<file path="config.mk">
export PLATFORM = sky130hd
export DESIGN_NAME = mem_read_seq_flat
export DESIGN_NICKNAME = d
export VERILOG_FILES = /design/src/rtl/mem_read_seq_if.sv /design/src/rtl/mem_read_seq.sv /design/src/flat_wrapper.sv
export SDC_FILE = /design/constraint.sdc
export NUM_CORES = 1
export LEC_CHECK = 0
export BUFFER_PORTS_ARGS = -buffer_cell sky130_fd_sc_hd__clkbuf_2
export CAP_MARGIN = 20
export CELL_PAD_IN_SITES_DETAIL_PLACEMENT = 1
export CELL_PAD_IN_SITES_GLOBAL_PLACEMENT = 1
export CORE_UTILIZATION = 37
export CTS_CLUSTER_SIZE = 14
export DETAILED_ROUTE_END_ITERATION = 10
export PLACE_DENSITY_LB_ADDON = 0.1
export RECOVER_POWER = 100
export SETUP_SLACK_MARGIN = 0.05
export SLEW_MARGIN = 30
export SYNTH_ARGS = -nofsm -noshare
export SYNTH_HDL_FRONTEND = slang
export SYNTH_SLANG_ARGS = --single-unit
</file>
<file path="constraint.sdc">
create_clock -name clk -period 3.05 [get_ports clk]
set_input_delay 0.305 -clock clk [delete_from_list [all_inputs] [get_ports clk]]
set_output_delay 0.305 -clock clk [all_outputs]
set_load 0.02 [all_outputs]
</file>
<file path="src/rtl/mem_read_seq_if.sv">
// rtl/mem_read_seq_if.sv - controller/sequencer bundle for the operand read-address sequencer
interface mem_read_seq_if #(
    parameter int N      = 3,
    parameter int ADDR_W = 4
);
    logic                         start;
    logic                         col_major;
    logic [ADDR_W-1:0]            base_addr;
    logic                         stall;
    logic [N-1:0][ADDR_W-1:0]     rd_addr_bram;
    logic [N-1:0]                 rd_en_bram;
    logic                         busy;
    logic                         done;

    modport master (
        output start, col_major, base_addr, stall,
        input  rd_addr_bram, rd_en_bram, busy, done
    );

    modport slave (
        input  start, col_major, base_addr, stall,
        output rd_addr_bram, rd_en_bram, busy, done
    );
endinterface

</file>
<file path="src/rtl/mem_read_seq.sv">
// rtl/mem_read_seq.sv - autonomous skewed read-address sequencer for one operand matrix
module mem_read_seq #(
    parameter int N = 3,
    parameter int M = 6
) (
    input  logic           clk,
    input  logic           rst_n,
    mem_read_seq_if.slave  bus
);
    localparam int R      = M / N;
    localparam int DEPTH  = (M * M) / N;
    localparam int ADDR_W = (DEPTH > 1) ? $clog2(DEPTH) : 1;
    localparam int ROW_W  = (R > 1) ? $clog2(R) : 1;
    localparam int COL_W  = (M > 1) ? $clog2(M) : 1;
    localparam int DRN_W  = (N > 1) ? $clog2(N) : 1;
    // Wide enough for row*M+col and col*R+row with no overflow.
    localparam int OFF_W  = $clog2(M * M) + 1;

    typedef enum logic [1:0] {
        S_IDLE,
        S_RUN,
        S_DRAIN
    } state_t;

    state_t                     state;
    logic [ROW_W-1:0]           row;
    logic [COL_W-1:0]           col;
    logic [DRN_W-1:0]           drain;
    logic                       lat_cm;
    logic [ADDR_W-1:0]          lat_base;
    logic [N-1:0][ADDR_W-1:0]   lane_addr;
    logic [N-1:0]               lane_en;
    logic                       busy_r;
    logic                       done_r;

    logic                       is_last;
    logic [ROW_W-1:0]           nxt_row;
    logic [COL_W-1:0]           nxt_col;
    logic [OFF_W-1:0]           nxt_off;
    logic [ADDR_W-1:0]          nxt_addr;

    // Next (row, col) position and its bank address; the sum wraps modulo 2^ADDR_W.
    always_comb begin
        is_last = (row == ROW_W'(R - 1)) && (col == COL_W'(M - 1));
        nxt_row = row;
        nxt_col = col + COL_W'(1);
        if (col == COL_W'(M - 1)) begin
            nxt_col = '0;
            nxt_row = row + ROW_W'(1);
        end
        if (lat_cm) begin
            nxt_off = OFF_W'(nxt_col) * OFF_W'(R) + OFF_W'(nxt_row);
        end else begin
            nxt_off = OFF_W'(nxt_row) * OFF_W'(M) + OFF_W'(nxt_col);
        end
        nxt_addr = lat_base + nxt_off[ADDR_W-1:0];
    end

    // FSM, counters, live lane 0 and the skew chain; stall freezes all of it.
    always_ff @(posedge clk) begin
        if (!rst_n) begin
            state     <= S_IDLE;
            row       <= '0;
            col       <= '0;
            drain     <= '0;
            lat_cm    <= 1'b0;
            lat_base  <= '0;
            lane_addr <= '0;
            lane_en   <= '0;
            busy_r    <= 1'b0;
            done_r    <= 1'b0;
        end else if (!bus.stall) begin
            for (int k = N - 1; k >= 1; k--) begin
                lane_addr[k] <= lane_addr[k-1];
                lane_en[k]   <= lane_en[k-1];
            end
            done_r <= 1'b0;
            case (state)
                S_IDLE: begin
                    if (bus.start) begin
                        lat_cm       <= bus.col_major;
                        lat_base     <= bus.base_addr;
                        row          <= '0;
                        col          <= '0;
                        // Offset of (0,0) is zero in both modes.
                        lane_addr[0] <= bus.base_addr;
                        lane_en[0]   <= 1'b1;
                        busy_r       <= 1'b1;
                        state        <= S_RUN;
                    end
                end
                S_RUN: begin
                    if (is_last) begin
                        lane_en[0] <= 1'b0;
                        if (N > 1) begin
                            drain <= DRN_W'(N - 1);
                            state <= S_DRAIN;
                        end else begin
                            busy_r <= 1'b0;
                            done_r <= 1'b1;
                            state  <= S_IDLE;
                        end
                    end else begin
                        row          <= nxt_row;
                        col          <= nxt_col;
                        lane_addr[0] <= nxt_addr;
                    end
                end
                S_DRAIN: begin
                    // Last decrement coincides with lane N-1 presenting its final enable.
                    if (drain == DRN_W'(1)) begin
                        drain  <= '0;
                        busy_r <= 1'b0;
                        done_r <= 1'b1;
                        state  <= S_IDLE;
                    end else begin
                        drain <= drain - DRN_W'(1);
                    end
                end
                default: state <= S_IDLE;
            endcase
        end
    end

    assign bus.rd_addr_bram = lane_addr;
    assign bus.rd_en_bram   = lane_en;
    assign bus.busy         = busy_r;
    assign bus.done         = done_r;
endmodule

</file>
<file path="src/flat_wrapper.sv">
// flat-port wrapper written by rule: the top's interface ports become plain ports
module mem_read_seq_flat 
#(
    parameter int N = 3,
    parameter int M = 6
)
  (clk, rst_n, bus_start, bus_col_major, bus_base_addr, bus_stall, bus_rd_addr_bram, bus_rd_en_bram, bus_busy, bus_done);
  mem_read_seq_if #(.N(N), .ADDR_W(4)) bus_i ();
  input  logic clk;
  input  logic rst_n;
  input wire logic [$bits(bus_i.start)-1:0] bus_start;
  input wire logic [$bits(bus_i.col_major)-1:0] bus_col_major;
  input wire logic [$bits(bus_i.base_addr)-1:0] bus_base_addr;
  input wire logic [$bits(bus_i.stall)-1:0] bus_stall;
  output wire logic [$bits(bus_i.rd_addr_bram)-1:0] bus_rd_addr_bram;
  output wire logic [$bits(bus_i.rd_en_bram)-1:0] bus_rd_en_bram;
  output wire logic [$bits(bus_i.busy)-1:0] bus_busy;
  output wire logic [$bits(bus_i.done)-1:0] bus_done;
  assign bus_i.start = bus_start;
  assign bus_i.col_major = bus_col_major;
  assign bus_i.base_addr = bus_base_addr;
  assign bus_i.stall = bus_stall;
  assign bus_rd_addr_bram = bus_i.rd_addr_bram;
  assign bus_rd_en_bram = bus_i.rd_en_bram;
  assign bus_busy = bus_i.busy;
  assign bus_done = bus_i.done;
  mem_read_seq #(.N(N), .M(M)) u_core (.clk(clk), .rst_n(rst_n), .bus(bus_i));
endmodule
</file>
==> reports/metrics.yaml <==
power:
  vdd_drop_max_uv: 272.9
  p_sw_frac: 0.2765
  power_frac_comb: 0.130
  leakage_uw: 0.0006976
  p_sw_uw: 241.8
  p_clk_frac: 0.386
  p_per_area_nw_per_um2: 510.9
  power.internal_uw: 632.6
  p_seq_frac: 0.484
place:
  dp_hpwl_mm: 2.601
  routabilityCongestion: 0.8939
  port_buffers: 25
worst_setup_path:
  cp.arrival_ns: 3.06
  path_buf_inv: 1
  crit_path_start_kind: "flip-flop"
  crit_path_max_fanout: 5
  path_cells: "nor2_1 > mux2_2 > ha_1 > inv_1 > fa_1 > a21oi_2 > ha_4 > and3_1 > or3_1 > and4_4 > o31ai_1"
  cp_top_family: "adder cells"
  max_stage_delay_ns: 0.42
  end_kind: "flip-flop"
  path_class: "flip-flop to flip-flop"
  cpMaxStageDelayCell: "fa_1"
  worstPathRequired_ns: 3.25
run_status:
  outcome: "finished, violations left"
  violations: "max-capacitance violations, max-slew violations"
cells_and_area:
  final_cell_mix: "nor2_1, dfxtp_1, clkbuf_1, nand2_1, mux2i_1"
  diodes: 0
  final_util: 0.4572
  fillerInstances: 472
  layout.nets: 209
  final_common_cell: "nor2_1"
  drive_gt1_frac: 0.1244
  synthToLayoutAreaGrowth_pct: 16.72
  register_area_um2: 605.6
  multiInputGateArea_um2: 818.3
synth:
  yosysWarnings: 0
  netlist.top_cell.by_area: "dfxtp_1"
  syn_nets: 181
  ys_ff_latch: 30
  synth_top_area_share: 0.4096
  synth_cell_types: 40
  yosys-top-cells-area: "dfxtp_1, mux2i_1, nor2_1"
  syn_avg_cell_area_um2: 8.942
  syn-cell-area_um2: 1466
  synthCells: 164
  yosysSeqAreaShare: 0.4096
timing:
  fin_skew_ns: 0.005270
  max_slew_margin: -0.1431
  setup_tns_ns: 0
  min_period_over_period: 0.9361
  period_needed_ns: 2.855
  maxSlewViolCount: 9
  worst_pin_slew_ns: 1.691
  hold_viol: 0
  fmax_mhz: 350.2
  setup_viol: 0
  rsz0062_at_grt: "no"
global_routing:
  grt_first_pass_wirelength_mm: 5.809
  grt_pass1_vias: 1263
  antenna_found_initial: 0
  grt_overflow: 0
  grt_use_total: 0.1863
  grt_start_max_net_pins: 26
clocking:
  cts_buffers: 5
  clk_pin_slew_worst_paths_ns: 0.07
  clk_latency_ns: 0.28
  cts-root-buf: "clkbuf_8"
  cts_buffer_depth: 2
  cts_tree: "done"
  cts_hold_buf: 0
  clock_sinks: 30
  htree_num_levels: 2
floorplanning:
  die_w_um: 64.96
  start_util: 0.3917
  die_y_um: 64.96
  io_pins: 26
  fp.coreArea_um2: 3744
  rows: 22
  dieArea_um2: 4219
routing:
  via_per_inst: 5.261
  drc: 0
  wl_per_cell_um: 14.35
  vias: 1268
  routed_wl_mm: 3.458
  dr.pass1.iters: 4
  dr.first_iter.drc_count: 96
  ant_nets: 0
min_path:
  worst_hold_path_type: "input pin to flip-flop"
run:
  cap_violations: 1
## worst reg2reg max path: stages, from the launching register on
cell and delay (ns):
dfxtp_1 0.39, nor2_1 0.08, mux2_2 0.30, ha_1 0.21, inv_1 0.06, fa_1 0.42
a21oi_2 0.19, ha_4 0.23, and3_1 0.15, or3_1 0.36, and4_4 0.19, o31ai_1 0.20
## cell usage after synthesis (all sizes together)
| library cell | count |
|---|---|
| dfxtp | 30 |
| nor2 | 30 |
| nand2 | 14 |
| mux2i | 13 |
| a21oi | 10 |
| o21ai | 7 |
| ha | 6 |
| inv | 5 |
| nor2b | 5 |
| buf | 4 |
| nand2b | 4 |
| a211oi | 2 |
| a21o | 2 |
| a22oi | 2 |
| a2bb2oi | 2 |
| a311oi | 2 |
| clkbuf | 2 |
| fa | 2 |
| nand3 | 2 |
| nor3 | 2 |
| o21a | 2 |
| and2 | 1 |
| and2b | 1 |
| and3 | 1 |
| and3b | 1 |
| and4 | 1 |
| mux2 | 1 |
| nand3b | 1 |
| nor3b | 1 |
| nor4b | 1 |
| o211ai | 1 |
| o21bai | 1 |
| o221a | 1 |
| o31a | 1 |
| o31ai | 1 |
| or3 | 1 |
| xnor2 | 1 |
## power groups by stage
stage	logic, uW	clock network (uW)	registers (uW)
floorplan	69.3	0	443
global placement	114	0	432
detailed placement	118	0	433
CTS	118	350	424
global route	126	370	425
finish	113	338	424
## through the flow
| stage | cells | total power (uW) | cell area, um^2 | hold WS, ns | setup slack (ns) |
|---|---|---|---|---|---|
| 2_1_floorplan | 164 | 511.9 | 1466 | 0.4227 | 0.2320 |
| 3_3_place_gp | 232 | 545.5 | 1629 | 0.4730 | 0.1926 |
| 3_5_place_dp | 232 | 550.8 | 1629 | 0.4832 | 0.07242 |
| 4_1_cts | 240 | 892.9 | 1724 | 0.2620 | 0.05803 |
| 5_1_grt | 241 | 921.4 | 1712 | 0.2875 | 0.05640 |
| 6_report | 241 | 874.5 | 1712 | 0.2644 | 0.1948 |
## routing by layer
layer	part of all wire	routed length, um	vias up	track usage
li1	-	-	628	-
met1	0.43	1503	603	0.2138
met2	0.50	1720	26	0.3138
met3	0.043	149	11	0.05986
met4	0.025	85	0	0.08056
met5	0	0	-	0
## path summary, 6_finish.rpt
check,start,slack (ns),end,cells past startpoint
min,bus_col_major,0.26,u_core.lat_cm,3
max,u_core.col[1],0.19,u_core.bus.rd_addr_bram[3],11
max reg2reg,u_core.col[1],0.19,u_core.bus.rd_addr_bram[3],11
min reg2reg,u_core.bus.rd_addr_bram[2],0.49,u_core.bus.rd_addr_bram[2],2
## registers in the layout, summed over array words and instances, names as in the netlist, 2 cells and up
signal / flops
u_core.bus.rd_addr_bram: 12
u_core.bus.rd_en_bram: 3
u_core.drain: 2
u_core.lat_base: 4
u_core.col: 3
u_core.state: 2
## kinds of logic after synthesis
group,count (synthesis),share of synthesized area
AND/OR/NAND/NOR,66,0.2244
AO/OA/AOI/OAI,34,0.1519
flip-flops,30,0.4096
multiplexers,14,0.09641
buffers and inverters,11,0.03328
adder cells (fa/ha/maj),8,0.07850
XOR/XNOR,1,0.005974
## cell type report
cell class                 instances  area share
multi-input combinational        123      0.4781
sequential                        30      0.3538
timing repair buffer              27     0.06652
clock buffer                       6     0.04825
tap                               48     0.03509
inverter                           5     0.01096
clock inverter                     2    0.007310
## repair_timing
item / 4_1_cts / 5_1_grt
endpoints found under the setup margin: 0 / 1
gates resized for setup: 0 / 5
buffers inserted: 0 / 1
Note: power is estimated with default switching activity, not from simulation.
